### src/rtl/wb_conbus_pkg.sv
// Shared Wishbone interconnect types: cycle-type codes, bus widths, shadow bit and arbiter states.
package wb_conbus_pkg;

    localparam logic [2:0] CTI_CLASSIC = 3'b000;
    localparam logic [2:0] CTI_INCR    = 3'b010;
    localparam logic [2:0] CTI_EOB     = 3'b111;

    localparam int WB_ADR_W   = 32;
    localparam int WB_DAT_W   = 32;
    // adr[31] selects the cache-bypass alias and never takes part in decode.
    localparam int SHADOW_BIT = 31;

    typedef logic [WB_ADR_W-1:0] wb_adr_t;
    typedef logic [WB_DAT_W-1:0] wb_dat_t;

    typedef enum logic {
        ARB_IDLE  = 1'b0,
        ARB_OWNED = 1'b1
    } arb_state_e;

endpackage

### src/rtl/wb_conbus_rr_if.sv
// Bundle of master-side and slave-side Wishbone signals of the shared-bus interconnect.
interface wb_conbus_rr_if
    import wb_conbus_pkg::*;
#(
    parameter int N_MASTERS = 4,
    parameter int N_SLAVES  = 6
);
    logic [N_MASTERS*32-1:0] m_adr_i;
    logic [N_MASTERS*32-1:0] m_dat_i;
    logic [N_MASTERS*4-1:0]  m_sel_i;
    logic [N_MASTERS*3-1:0]  m_cti_i;
    logic [N_MASTERS-1:0]    m_we_i;
    logic [N_MASTERS-1:0]    m_cyc_i;
    logic [N_MASTERS-1:0]    m_stb_i;
    wb_dat_t                 m_dat_o;
    logic [N_MASTERS-1:0]    m_ack_o;
    logic [N_MASTERS-1:0]    m_err_o;

    wb_adr_t                 s_adr_o;
    wb_dat_t                 s_dat_o;
    logic [3:0]              s_sel_o;
    logic [2:0]              s_cti_o;
    logic                    s_we_o;
    logic [N_SLAVES-1:0]     s_cyc_o;
    logic [N_SLAVES-1:0]     s_stb_o;
    logic [N_SLAVES*32-1:0]  s_dat_i;
    logic [N_SLAVES-1:0]     s_ack_i;

    modport conbus (
        input  m_adr_i, m_dat_i, m_sel_i, m_cti_i, m_we_i, m_cyc_i, m_stb_i,
        output m_dat_o, m_ack_o, m_err_o,
        output s_adr_o, s_dat_o, s_sel_o, s_cti_o, s_we_o, s_cyc_o, s_stb_o,
        input  s_dat_i, s_ack_i
    );

    modport master (
        output m_adr_i, m_dat_i, m_sel_i, m_cti_i, m_we_i, m_cyc_i, m_stb_i,
        input  m_dat_o, m_ack_o, m_err_o
    );

    modport slave (
        input  s_adr_o, s_dat_o, s_sel_o, s_cti_o, s_we_o, s_cyc_o, s_stb_o,
        output s_dat_i, s_ack_i
    );

endinterface

### src/rtl/wb_rr_arbiter.sv
// Round-robin arbiter: grants the first requester after last_grant and holds it until release_i.
module wb_rr_arbiter
    import wb_conbus_pkg::*;
#(
    parameter  int N  = 4,
    localparam int IW = (N > 1) ? $clog2(N) : 1
) (
    input  logic          clk,
    input  logic          rst_n,
    input  logic [N-1:0]  req,
    input  logic          release_i,
    output logic          grant_valid,
    output logic [IW-1:0] grant
);
    arb_state_e    state_q, state_d;
    logic [IW-1:0] grant_q, grant_d;
    logic [IW-1:0] last_grant_q, last_grant_d;
    logic [IW-1:0] idx;
    logic [IW-1:0] pick;
    logic          pick_found;

    // Scan last_grant+1 .. last_grant+N so the previous owner is considered last.
    always_comb begin
        idx        = '0;
        pick       = '0;
        pick_found = 1'b0;
        for (int k = 1; k <= N; k++) begin
            idx = IW'((int'(last_grant_q) + k) % N);
            if (!pick_found && req[idx]) begin
                pick_found = 1'b1;
                pick       = idx;
            end
        end
    end

    always_comb begin
        state_d      = state_q;
        grant_d      = grant_q;
        last_grant_d = last_grant_q;
        if (state_q == ARB_IDLE || release_i) begin
            if (pick_found) begin
                state_d      = ARB_OWNED;
                grant_d      = pick;
                last_grant_d = pick;
            end else begin
                state_d = ARB_IDLE;
            end
        end
    end

    always_ff @(posedge clk or negedge rst_n) begin
        if (!rst_n) begin
            state_q      <= ARB_IDLE;
            grant_q      <= '0;
            last_grant_q <= IW'(N - 1);
        end else begin
            state_q      <= state_d;
            grant_q      <= grant_d;
            last_grant_q <= last_grant_d;
        end
    end

    assign grant_valid = (state_q == ARB_OWNED);
    assign grant       = grant_q;

endmodule

### src/rtl/wb_conbus_rr.sv
// Wishbone shared-bus interconnect: round-robin master grant, masked decode on adr[30 -: DECODE_W].
// Define WB_CONBUS_TIMEOUT_EN to raise err on a slave that leaves a strobe unacknowledged too long.
module wb_conbus_rr
    import wb_conbus_pkg::*;
#(
    parameter int                           N_MASTERS      = 4,
    parameter int                           N_SLAVES       = 6,
    parameter int                           DECODE_W       = 3,
    parameter logic [N_SLAVES*DECODE_W-1:0] S_ADDR         = {6{3'b000}},
    parameter logic [N_SLAVES*DECODE_W-1:0] S_MASK         = {6{3'b111}},
    parameter int                           TIMEOUT_CYCLES = 255
) (
    input  logic           sys_clk,
    input  logic           sys_rst_n,
    wb_conbus_rr_if.conbus bus
);
    localparam int MW = (N_MASTERS > 1) ? $clog2(N_MASTERS) : 1;
    localparam int SW = (N_SLAVES > 1) ? $clog2(N_SLAVES) : 1;

    logic                grant_valid;
    logic [MW-1:0]       grant;
    logic                cyc_raw;
    logic                g_cyc, g_stb, g_we;
    wb_adr_t             g_adr;
    wb_dat_t             g_dat;
    logic [3:0]          g_sel;
    logic [2:0]          g_cti;
    logic [N_SLAVES-1:0] hit;
    logic [SW-1:0]       sel;
    logic                any_hit;
    logic                ack_sel;
    logic                err_q, err_d;
    logic                to_err;

    assign cyc_raw = bus.m_cyc_i[grant];

    wb_rr_arbiter #(.N(N_MASTERS)) u_arb (
        .clk         (sys_clk),
        .rst_n       (sys_rst_n),
        .req         (bus.m_cyc_i),
        .release_i   (~cyc_raw),
        .grant_valid (grant_valid),
        .grant       (grant)
    );

    always_comb begin
        g_adr = '0;
        g_dat = '0;
        g_sel = '0;
        g_cti = '0;
        g_we  = 1'b0;
        g_cyc = 1'b0;
        g_stb = 1'b0;
        if (grant_valid) begin
            g_adr = bus.m_adr_i[int'(grant)*32 +: 32];
            g_dat = bus.m_dat_i[int'(grant)*32 +: 32];
            g_sel = bus.m_sel_i[int'(grant)*4 +: 4];
            g_cti = bus.m_cti_i[int'(grant)*3 +: 3];
            g_we  = bus.m_we_i[grant];
            g_cyc = bus.m_cyc_i[grant];
            g_stb = bus.m_stb_i[grant];
        end
    end

    // Lowest-index hit wins, so overlapping windows still strobe a single slave.
    always_comb begin
        hit     = '0;
        sel     = '0;
        any_hit = 1'b0;
        for (int i = 0; i < N_SLAVES; i++) begin
            hit[i] = (((g_adr[SHADOW_BIT-1 -: DECODE_W] ^ S_ADDR[i*DECODE_W +: DECODE_W])
                       & S_MASK[i*DECODE_W +: DECODE_W]) == '0);
        end
        for (int i = N_SLAVES - 1; i >= 0; i--) begin
            if (hit[i]) begin
                sel     = SW'(i);
                any_hit = 1'b1;
            end
        end
        ack_sel = g_cyc & any_hit & bus.s_ack_i[sel];
    end

    always_comb begin
        err_d = g_cyc & g_stb & ~any_hit & ~err_q;
    end

    always_ff @(posedge sys_clk or negedge sys_rst_n) begin
        if (!sys_rst_n) begin
            err_q <= 1'b0;
        end else begin
            err_q <= err_d;
        end
    end

`ifdef WB_CONBUS_TIMEOUT_EN
    localparam int TO_RAW = $clog2(TIMEOUT_CYCLES + 1);
    localparam int TO_W   = (TO_RAW < 8) ? 8 : ((TO_RAW > 16) ? 16 : TO_RAW);

    logic [TO_W-1:0] to_cnt_q, to_cnt_d;
    logic            stall;

    // The terminal cycle itself raises err, so an ack landing on that cycle wins.
    always_comb begin
        stall    = g_cyc & g_stb & any_hit & ~ack_sel;
        to_err   = stall && (to_cnt_q == TO_W'(TIMEOUT_CYCLES - 1));
        to_cnt_d = '0;
        if (stall && !to_err) begin
            to_cnt_d = to_cnt_q + 1'b1;
        end
    end

    always_ff @(posedge sys_clk or negedge sys_rst_n) begin
        if (!sys_rst_n) begin
            to_cnt_q <= '0;
        end else begin
            to_cnt_q <= to_cnt_d;
        end
    end
`else
    logic unused_timeout;
    assign unused_timeout = ^TIMEOUT_CYCLES;
    assign to_err         = 1'b0;
`endif

    always_comb begin
        bus.s_adr_o = g_adr;
        bus.s_dat_o = g_dat;
        bus.s_sel_o = g_sel;
        bus.s_cti_o = g_cti;
        bus.s_we_o  = g_we;
        bus.s_cyc_o = '0;
        bus.s_stb_o = '0;
        if (any_hit) begin
            bus.s_cyc_o[sel] = g_cyc;
            bus.s_stb_o[sel] = g_stb;
        end
        bus.m_dat_o = (g_cyc && any_hit) ? bus.s_dat_i[int'(sel)*32 +: 32] : '0;
        bus.m_ack_o = '0;
        bus.m_err_o = '0;
        if (grant_valid) begin
            bus.m_ack_o[grant] = ack_sel & g_stb;
            bus.m_err_o[grant] = err_q | to_err;
        end
    end

endmodule

### src/flat_wrapper.sv
// flat-port wrapper written by rule: the top's interface ports become plain ports
module wb_conbus_rr_flat import wb_conbus_pkg::*;
#(
    parameter int                           N_MASTERS      = 4,
    parameter int                           N_SLAVES       = 6,
    parameter int                           DECODE_W       = 3,
    parameter logic [N_SLAVES*DECODE_W-1:0] S_ADDR         = {6{3'b000}},
    parameter logic [N_SLAVES*DECODE_W-1:0] S_MASK         = {6{3'b111}},
    parameter int                           TIMEOUT_CYCLES = 255
)
  (sys_clk, sys_rst_n, bus_m_adr_i, bus_m_dat_i, bus_m_sel_i, bus_m_cti_i, bus_m_we_i, bus_m_cyc_i, bus_m_stb_i, bus_m_dat_o, bus_m_ack_o, bus_m_err_o, bus_s_adr_o, bus_s_dat_o, bus_s_sel_o, bus_s_cti_o, bus_s_we_o, bus_s_cyc_o, bus_s_stb_o, bus_s_dat_i, bus_s_ack_i);
  wb_conbus_rr_if #(.N_MASTERS(N_MASTERS), .N_SLAVES(N_SLAVES)) bus_i ();
  input  logic sys_clk;
  input  logic sys_rst_n;
  input wire logic [$bits(bus_i.m_adr_i)-1:0] bus_m_adr_i;
  input wire logic [$bits(bus_i.m_dat_i)-1:0] bus_m_dat_i;
  input wire logic [$bits(bus_i.m_sel_i)-1:0] bus_m_sel_i;
  input wire logic [$bits(bus_i.m_cti_i)-1:0] bus_m_cti_i;
  input wire logic [$bits(bus_i.m_we_i)-1:0] bus_m_we_i;
  input wire logic [$bits(bus_i.m_cyc_i)-1:0] bus_m_cyc_i;
  input wire logic [$bits(bus_i.m_stb_i)-1:0] bus_m_stb_i;
  output wire logic [$bits(bus_i.m_dat_o)-1:0] bus_m_dat_o;
  output wire logic [$bits(bus_i.m_ack_o)-1:0] bus_m_ack_o;
  output wire logic [$bits(bus_i.m_err_o)-1:0] bus_m_err_o;
  output wire logic [$bits(bus_i.s_adr_o)-1:0] bus_s_adr_o;
  output wire logic [$bits(bus_i.s_dat_o)-1:0] bus_s_dat_o;
  output wire logic [$bits(bus_i.s_sel_o)-1:0] bus_s_sel_o;
  output wire logic [$bits(bus_i.s_cti_o)-1:0] bus_s_cti_o;
  output wire logic [$bits(bus_i.s_we_o)-1:0] bus_s_we_o;
  output wire logic [$bits(bus_i.s_cyc_o)-1:0] bus_s_cyc_o;
  output wire logic [$bits(bus_i.s_stb_o)-1:0] bus_s_stb_o;
  input wire logic [$bits(bus_i.s_dat_i)-1:0] bus_s_dat_i;
  input wire logic [$bits(bus_i.s_ack_i)-1:0] bus_s_ack_i;
  assign bus_i.m_adr_i = bus_m_adr_i;
  assign bus_i.m_dat_i = bus_m_dat_i;
  assign bus_i.m_sel_i = bus_m_sel_i;
  assign bus_i.m_cti_i = bus_m_cti_i;
  assign bus_i.m_we_i = bus_m_we_i;
  assign bus_i.m_cyc_i = bus_m_cyc_i;
  assign bus_i.m_stb_i = bus_m_stb_i;
  assign bus_m_dat_o = bus_i.m_dat_o;
  assign bus_m_ack_o = bus_i.m_ack_o;
  assign bus_m_err_o = bus_i.m_err_o;
  assign bus_s_adr_o = bus_i.s_adr_o;
  assign bus_s_dat_o = bus_i.s_dat_o;
  assign bus_s_sel_o = bus_i.s_sel_o;
  assign bus_s_cti_o = bus_i.s_cti_o;
  assign bus_s_we_o = bus_i.s_we_o;
  assign bus_s_cyc_o = bus_i.s_cyc_o;
  assign bus_s_stb_o = bus_i.s_stb_o;
  assign bus_i.s_dat_i = bus_s_dat_i;
  assign bus_i.s_ack_i = bus_s_ack_i;
  wb_conbus_rr #(.N_MASTERS(N_MASTERS), .N_SLAVES(N_SLAVES), .DECODE_W(DECODE_W), .S_ADDR(S_ADDR), .S_MASK(S_MASK), .TIMEOUT_CYCLES(TIMEOUT_CYCLES)) u_core (.sys_clk(sys_clk), .sys_rst_n(sys_rst_n), .bus(bus_i));
endmodule
### config.mk
export PLATFORM = sky130hd
export DESIGN_NAME = wb_conbus_rr_flat
export DESIGN_NICKNAME = d
export VERILOG_FILES = /design/src/rtl/wb_conbus_pkg.sv /design/src/rtl/wb_conbus_rr_if.sv /design/src/rtl/wb_rr_arbiter.sv /design/src/rtl/wb_conbus_rr.sv /design/src/flat_wrapper.sv
export SDC_FILE = /design/constraint.sdc
export NUM_CORES = 1
export LEC_CHECK = 0
export CAP_MARGIN = 20
export CORE_AREA = 2 2 238 240
export CTS_CLUSTER_DIAMETER = 150
export CTS_CLUSTER_SIZE = 25
export DETAILED_ROUTE_END_ITERATION = 16
export DIE_AREA = 0 0 240 242
export GPL_ROUTABILITY_DRIVEN = 0
export GPL_TIMING_DRIVEN = 0
export HOLD_SLACK_MARGIN = 0.1
export PLACE_DENSITY = 0.4
export REMOVE_ABC_BUFFERS = 1
export SKIP_LAST_GASP = 1
export SYNTH_ARGS = -nofsm -noshare
export SYNTH_HDL_FRONTEND = slang
export SYNTH_SLANG_ARGS = --single-unit
### constraint.sdc
create_clock -name sys_clk -period 3.5 [get_ports sys_clk]
set_input_delay 0.7 -clock sys_clk [delete_from_list [all_inputs] [get_ports sys_clk]]
set_output_delay 0.7 -clock sys_clk [all_outputs]
set_load 0.02 [all_outputs]
==> results.md, run 1 <==
* Period utilization at 98.2%
* Peak supply drop at 0.000427 V
* Antenna Cells at 0
* CTS buffer count at 3
* Worst reg2reg path startpoint: u_core.u_arb.grant[1]
* Sequential area share after synthesis at 5.13%
* Prevailing post-synth register cell: dfrtp_1
* Slowest cell on crit path: mux4_2
* WP data required at 2.80 ns
* Clock skew at 0.00403 ns
* Worst Setup Start Kind: input port
* Post-synthesis async set-or-reset flop share at 100%
* Area growth syn-to-layout at 184%
* Clock buffer depth at 2
* HPWL after DPL at 18200 um
* Clock slew at reported path FFs at 0.04 ns
* CTS root buf: clkbuf_16
* Hold WS at 0.463 ns
* Endpoints failing setup at 0
* Min Tclk post-route at 3.44 ns
* Pwr Density at 558 mW/mm2
* DIE AREA at 0.0581 mm2
* CP Cell Sequence: clkdlybuf4s50_1, mux4_2, buf_12, nor3_4, buf_4, and3_1, dlygate4sd2_1
* Maximum clock rate at 291 MHz
* Routed wire length per instance at 15.1 um
* Reg2Reg Setup Slack at 1.40 ns
* Placed cell area at 0.00829 mm2
* Post-DRT Antenna Nets at 0
* CP arrival at 2.74 ns
* DRT Pass-1 Iters at 4
* Synth unique cells at 36
* Slew Viols, Final at 0
* Worst hold stages at 1
* Synthesis Warnings at 0
* First-pass GRT wire length at 30300 um
* Cell family with most CP delay: buffers and inverters
* Reg-to-reg critical path endpoint: u_core.err_q
* DRC at 0
* Number of global-route vias before repair at 4505
* Finished Core Util at 15.2%
* Flops & latches, synth at 6
* Largest net degree at the start of global routing at 76
* Die width at 240 um
* Critical Path Fanout Max at 10
* Post-synth EDFFs at 0
* Synth area leader: mux4_2
* Worst Hold Launch: u_core.err_q
* Drt total wl at 21900 um
* IO Count at 620
* Top-area cell type share of the netlist area at 54.5%
* Cell count after synthesis at 270
* Syn avg cell area at 11.0 um2
* Crit Path Class: in2out
* Skew-Pair Late Insertion Delay at 0.23 ns
* Buf/Inv on CP at 4
* Nets at 1196
* Rel. slew slack at 45.9%
* Layout cells sized above 1 at 15.6%
* Fin. Hold Viols at 0
* Crit end category: output port
* Vias per std cell at 2.90
* Area of the core at 0.0557 mm2
* Initial DRC count at 85
* CTS tree: built
* Slew @ Worst Pin at 0.812 ns
* FF-to-FF path depth at 5
* Leakage Power at 3.06 nW
* H-tree Lvls at 1
* Final instance area at 0.00846 mm2
* PortBufs at 444
* Maxcap violations at 0
* Endpoint, Worst Hold: u_core.err_q
* Largest cells by area after synthesis: mux4_2 54%, and2_1 16%, and3_1 6.7%
* Unrepaired setup endpoints after global routing: false
* Slowest stage delay, CP at 0.55 ns
* Area of the mapped netlist at 0.00298 mm2
* Status: finished, final reports clean
* DIE HEIGHT at 242 um
* Initial Util at 5.34%
* Initial antenna violation count at 1
* DR vias at 4216
* Rows at 87
* Aggregate global routing overflow at 0
* Clock sink total at 6
* Worst Hold Class: reg2reg
* GRT Total Usage at 6.99%
cell type report:
cell class                      count  area, um2
Sequential cell                     6        164
Timing Repair Buffer              457       4600
Tap cell                          756        946
Inverter                            1       3.75
Fill cell                        6262      47300
Clock buffer                        4       78.8
Multi-Input combinational cell    231       2670
per-layer routing:
layer  vias to the layer above  global-route usage, %  part of all wire (%)
met5                         -                      0                 0.059
met4                         2                  0.530                  0.56
met3                         8                   2.32                    12
met2                       301                   13.9                    52
met1                      1997                   7.17                    36
li1                       1908                      -                     -
power by group:
| group | internal [W] | leakage (nW) | switching (W) |
|---|---|---|---|
| combinational | 0.00237 | 2.96 | 0.00190 |
| sequential | 0.000113 | 0.0645 | 0.000140 |
| clock | 0.000151 | 0.0382 | 0.0000378 |
logic make-up (layout without fill, tap and decap cells):
group / Yosys count / count (layout) / share of synthesized area (%)
simple gates: 131 / 132 / 27.7
compound gates: 11 / 11 / 2.90
flops: 6 / 6 / 5.13
other cells: 1 / 10 / 0.126
mux: 78 / 78 / 56.5
buf+inv: 43 / 462 / 7.61
state kept, by name, summed over array words and instances (netlist names):
register	flops
u_core.u_arb.grant	2
u_core.u_arb.grant_valid	1
u_core.u_arb.last_grant_q	2
u_core.err_q	1
Yosys cell counts (2+ instances only):
cell type  number
nor3b_1         3
nand2_1         3
nand2b_1        4
buf_4          11
and3_1         32
mux4_2         72
mux2i_1         5
nor2_1          6
clkbuf_2        3
dfstp_2         2
dfrtp_1         4
and2_1         74
o21a_1          2
o22ai_1         2
buf_2          10
nor3_1          2
clkbuf_1       16
worst max-delay path by stage:
stage	from	cells past startpoint	slack (ns)	end
after floorplan	u_core.u_arb.grant[0]	4	-2.34	bus_m_ack_o[1]
after global placement	u_core.u_arb.grant[0]	5	-5.36	bus_m_ack_o[1]
after detailed placement	bus_m_adr_i[60]	6	-1.04	bus_m_ack_o[1]
after CTS	bus_m_adr_i[60]	7	-0.11	bus_m_ack_o[1]
after global routing	bus_m_adr_i[60]	7	0.008	bus_m_dat_o[11]
final	bus_m_adr_i[60]	7	0.06	bus_m_dat_o[11]
stage by stage:
| step | setup slack, ns | setup TNS [ns] | cells | total power (W) |
|---|---|---|---|---|
| final | 0.0639 | 0 | 1455 | 0.00472 |
| after global routing | 0.00794 | 0 | 1455 | 0.00507 |
| after CTS | -0.109 | -0.149 | 1452 | 0.00477 |
| after floorplan | -2.34 | -158.11 | 237 | 0.00263 |
| after detailed placement | -1.04 | -26.38 | 1441 | 0.00449 |
| after global placement | -5.36 | -435.26 | 1437 | 0.00434 |
layout by cell type, fill, tap and decap left out, drive strengths merged, types with 5 or more instances in the layout:
cell type	n
conb	10
clkbuf	5
buf	13
clkdlybuf4s50	406
mux2i	5
mux4	72
nor2	6
and2	74
dlygate4sd2	29
clkdlybuf4s15	8
and3	32
timing repair:
item | in CTS | in global routing
resized for setup | 54 | 5
gates cloned | 1 | 0
hold buffers | 0 | 0
pin swaps | 2 | 0
endpoints found under the setup margin | 38 | 8
buffers inserted | 6 | 3
Power figures use the tool's default switching activity.
==> run 2, diff against run 1 <==
==> constraint.sdc (replaced) <==
create_clock -name sys_clk -period 4 [get_ports sys_clk]
set_input_delay 0.8 -clock sys_clk [delete_from_list [all_inputs] [get_ports sys_clk]]
set_output_delay 0.8 -clock sys_clk [all_outputs]
set_load 0.02 [all_outputs]
==> run 2 against run 1 <==
Compared with the run above: largest power group unchanged; final area fell by 0.21%; register-to-register slack better by 0.59 ns; sequential power fell by 13%; critical endpoint is now bus_m_dat_o[0].
==> results.md, run 2 (synthesis results as in run 1) <==
* CTS root buf: clkbuf_16
* Leakage Power at 2.97 nW
* Drt total wl at 21900 um
* Crit Path Class: in2out
* Fin. Hold Viols at 0
* Worst hold stages at 1
* Commonest non-fill, non-tap cells in the layout: 436 x clkdlybuf4s50_1, 74 x and2_1, 72 x mux4_2, 32 x and3_1, 10 x conb_1
* Period utilization at 98.0%
* Status: finished, final reports clean
* Vias per std cell at 2.90
* Clock skew at 0.00408 ns
* Initial Util at 5.34%
* Min Tclk post-route at 3.92 ns
* Worst Hold Launch: u_core.err_q
* Endpoint, Worst Hold: u_core.err_q
* Design Power at 0.00411 W
* Die width at 240 um
* Endpoints failing setup at 0
* DIE HEIGHT at 242 um
* Rows at 87
* HPWL after DPL at 18200 um
* Most common cell after layout, fill and taps aside: clkdlybuf4s50_1
* CTS buffer count at 3
* Routed wire length per instance at 15.1 um
* Finished Core Util at 15.1%
* Area of the core at 0.0557 mm2
* Maxcap violations at 0
* Filler cells at 6264
* Clock slew at reported path FFs at 0.04 ns
* DIE AREA at 0.0581 mm2
* Clock sink total at 6
* Crit end category: output port
* Final instance area at 0.00844 mm2
* Clock buffer depth at 2
* Reg-to-reg critical path endpoint: u_core.err_q
* H-tree Lvls at 1
* Worst Setup Start Kind: input port
* Setup WS post-layout at 0.0800 ns
* First-pass GRT wire length at 30300 um
* Setup TNS at 0 ns
* Antenna Cells at 0
* Reg2Reg Setup Slack at 1.99 ns
* Post-DRT Antenna Nets at 0
* DRC at 0
* Aggregate global routing overflow at 0
* DRT Pass-1 Iters at 4
* Peak supply drop at 0.000373 V
* Unrepaired setup endpoints after global routing: false
* DR vias at 4204
* WP data required at 3.20 ns
* Layout cells sized above 1 at 14.1%
* Skew-Pair Late Insertion Delay at 0.23 ns
* Slew @ Worst Pin at 0.811 ns
* Number of global-route vias before repair at 4521
* Nets at 1193
* CTS tree: built
* Rel. slew slack at 45.9%
* GRT Total Usage at 6.99%
* FF-to-FF path depth at 4
* Area growth syn-to-layout at 184%
* Critical Path Fanout Max at 11
* Initial antenna violation count at 1
* Slew Viols, Final at 0
* Largest net degree at the start of global routing at 76
* IO Count at 620
* Initial DRC count at 67
* Maximum clock rate at 255 MHz
* Dpl ws at -0.736 ns
* Pwr Density at 486 mW/mm2
* PortBufs at 444
* Worst Hold Class: reg2reg
* Placed cell area at 0.00829 mm2
* CP arrival at 3.12 ns
* Worst reg2reg path startpoint: u_core.u_arb.grant[1]
## run 2: cell count changes in the layout (fill, tap and decap cells not counted), sizes merged
cell / before / now
buf: 13 / 10
dlymetal6s2s: 0 / 2
clkdlybuf4s50: 406 / 436
clkdlybuf4s15: 8 / 0
clkbuf: 5 / 4
dlygate4sd2: 29 / 6
## run 2: cell type report
type / count / area (um2) / area share (%)
clock buffer: 4 / 78.8 / 0.934
inverter: 1 / 3.75 / 0.0445
multi-input combinational: 231 / 2650 / 31.4
sequential: 6 / 164 / 1.94
tap: 756 / 946 / 11.2
timing repair buffer: 454 / 4600 / 54.4
## run 2: worst max path at each step
stage          cells after the start                  start  slack [ns]              to
2_1_floorplan                      4  u_core.u_arb.grant[0]       -1.94  bus_m_ack_o[1]
3_3_place_gp                       5  u_core.u_arb.grant[0]       -4.96  bus_m_ack_o[1]
3_5_place_dp                       6        bus_m_adr_i[60]       -0.74  bus_m_ack_o[1]
4_1_cts                            7        bus_m_adr_i[60]       -0.09  bus_m_ack_o[1]
5_1_grt                            7        bus_m_adr_i[93]        0.02  bus_m_dat_o[9]
6_report                           7        bus_m_adr_i[30]        0.08  bus_m_dat_o[0]
## run 2: timing repair
action                                  CTS  global route
endpoints found under the setup margin   38             2
buffers inserted                          6             0
cloned                                    1             0
hold buffers                              0             0
pin swaps                                 2             0
gates resized for setup                   7             2
## run 2: metal layers
metal | up-vias | part of all wire, % | global-route usage [%]
met1 | 1992 | 35 | 7.16
met3 | 6 | 12 | 2.35
met4 | 2 | 0.31 | 0.530
met2 | 303 | 52 | 14.0
met5 | - | 0.059 | 0
li1 | 1901 | - | -
## run 2: report_power, final
part	total (W)	leakage, nW	internal, W	switching (W)
sequential	0.000220	0.0645	0.0000989	0.000121
combinational	0.00372	2.87	0.00207	0.00165
clock	0.000165	0.0382	0.000132	0.0000331
total	0.00411	2.97	0.00230	0.00181
## run 2: critical path, cell delays in order
cell             delay, ns
clkdlybuf4s50_1       0.43
mux4_2                0.56
nor3_4                0.25
buf_12                0.14
buf_4                 0.16
and3_1                0.18
clkdlybuf4s50_1       0.60
## run 2: through the flow
stage	hold WS [ns]	cells
finish	0.468	1452
global route	0.484	1452
CTS	0.450	1452
detailed placement	0.434	1441
global placement	0.427	1437
floorplan	0.408	237
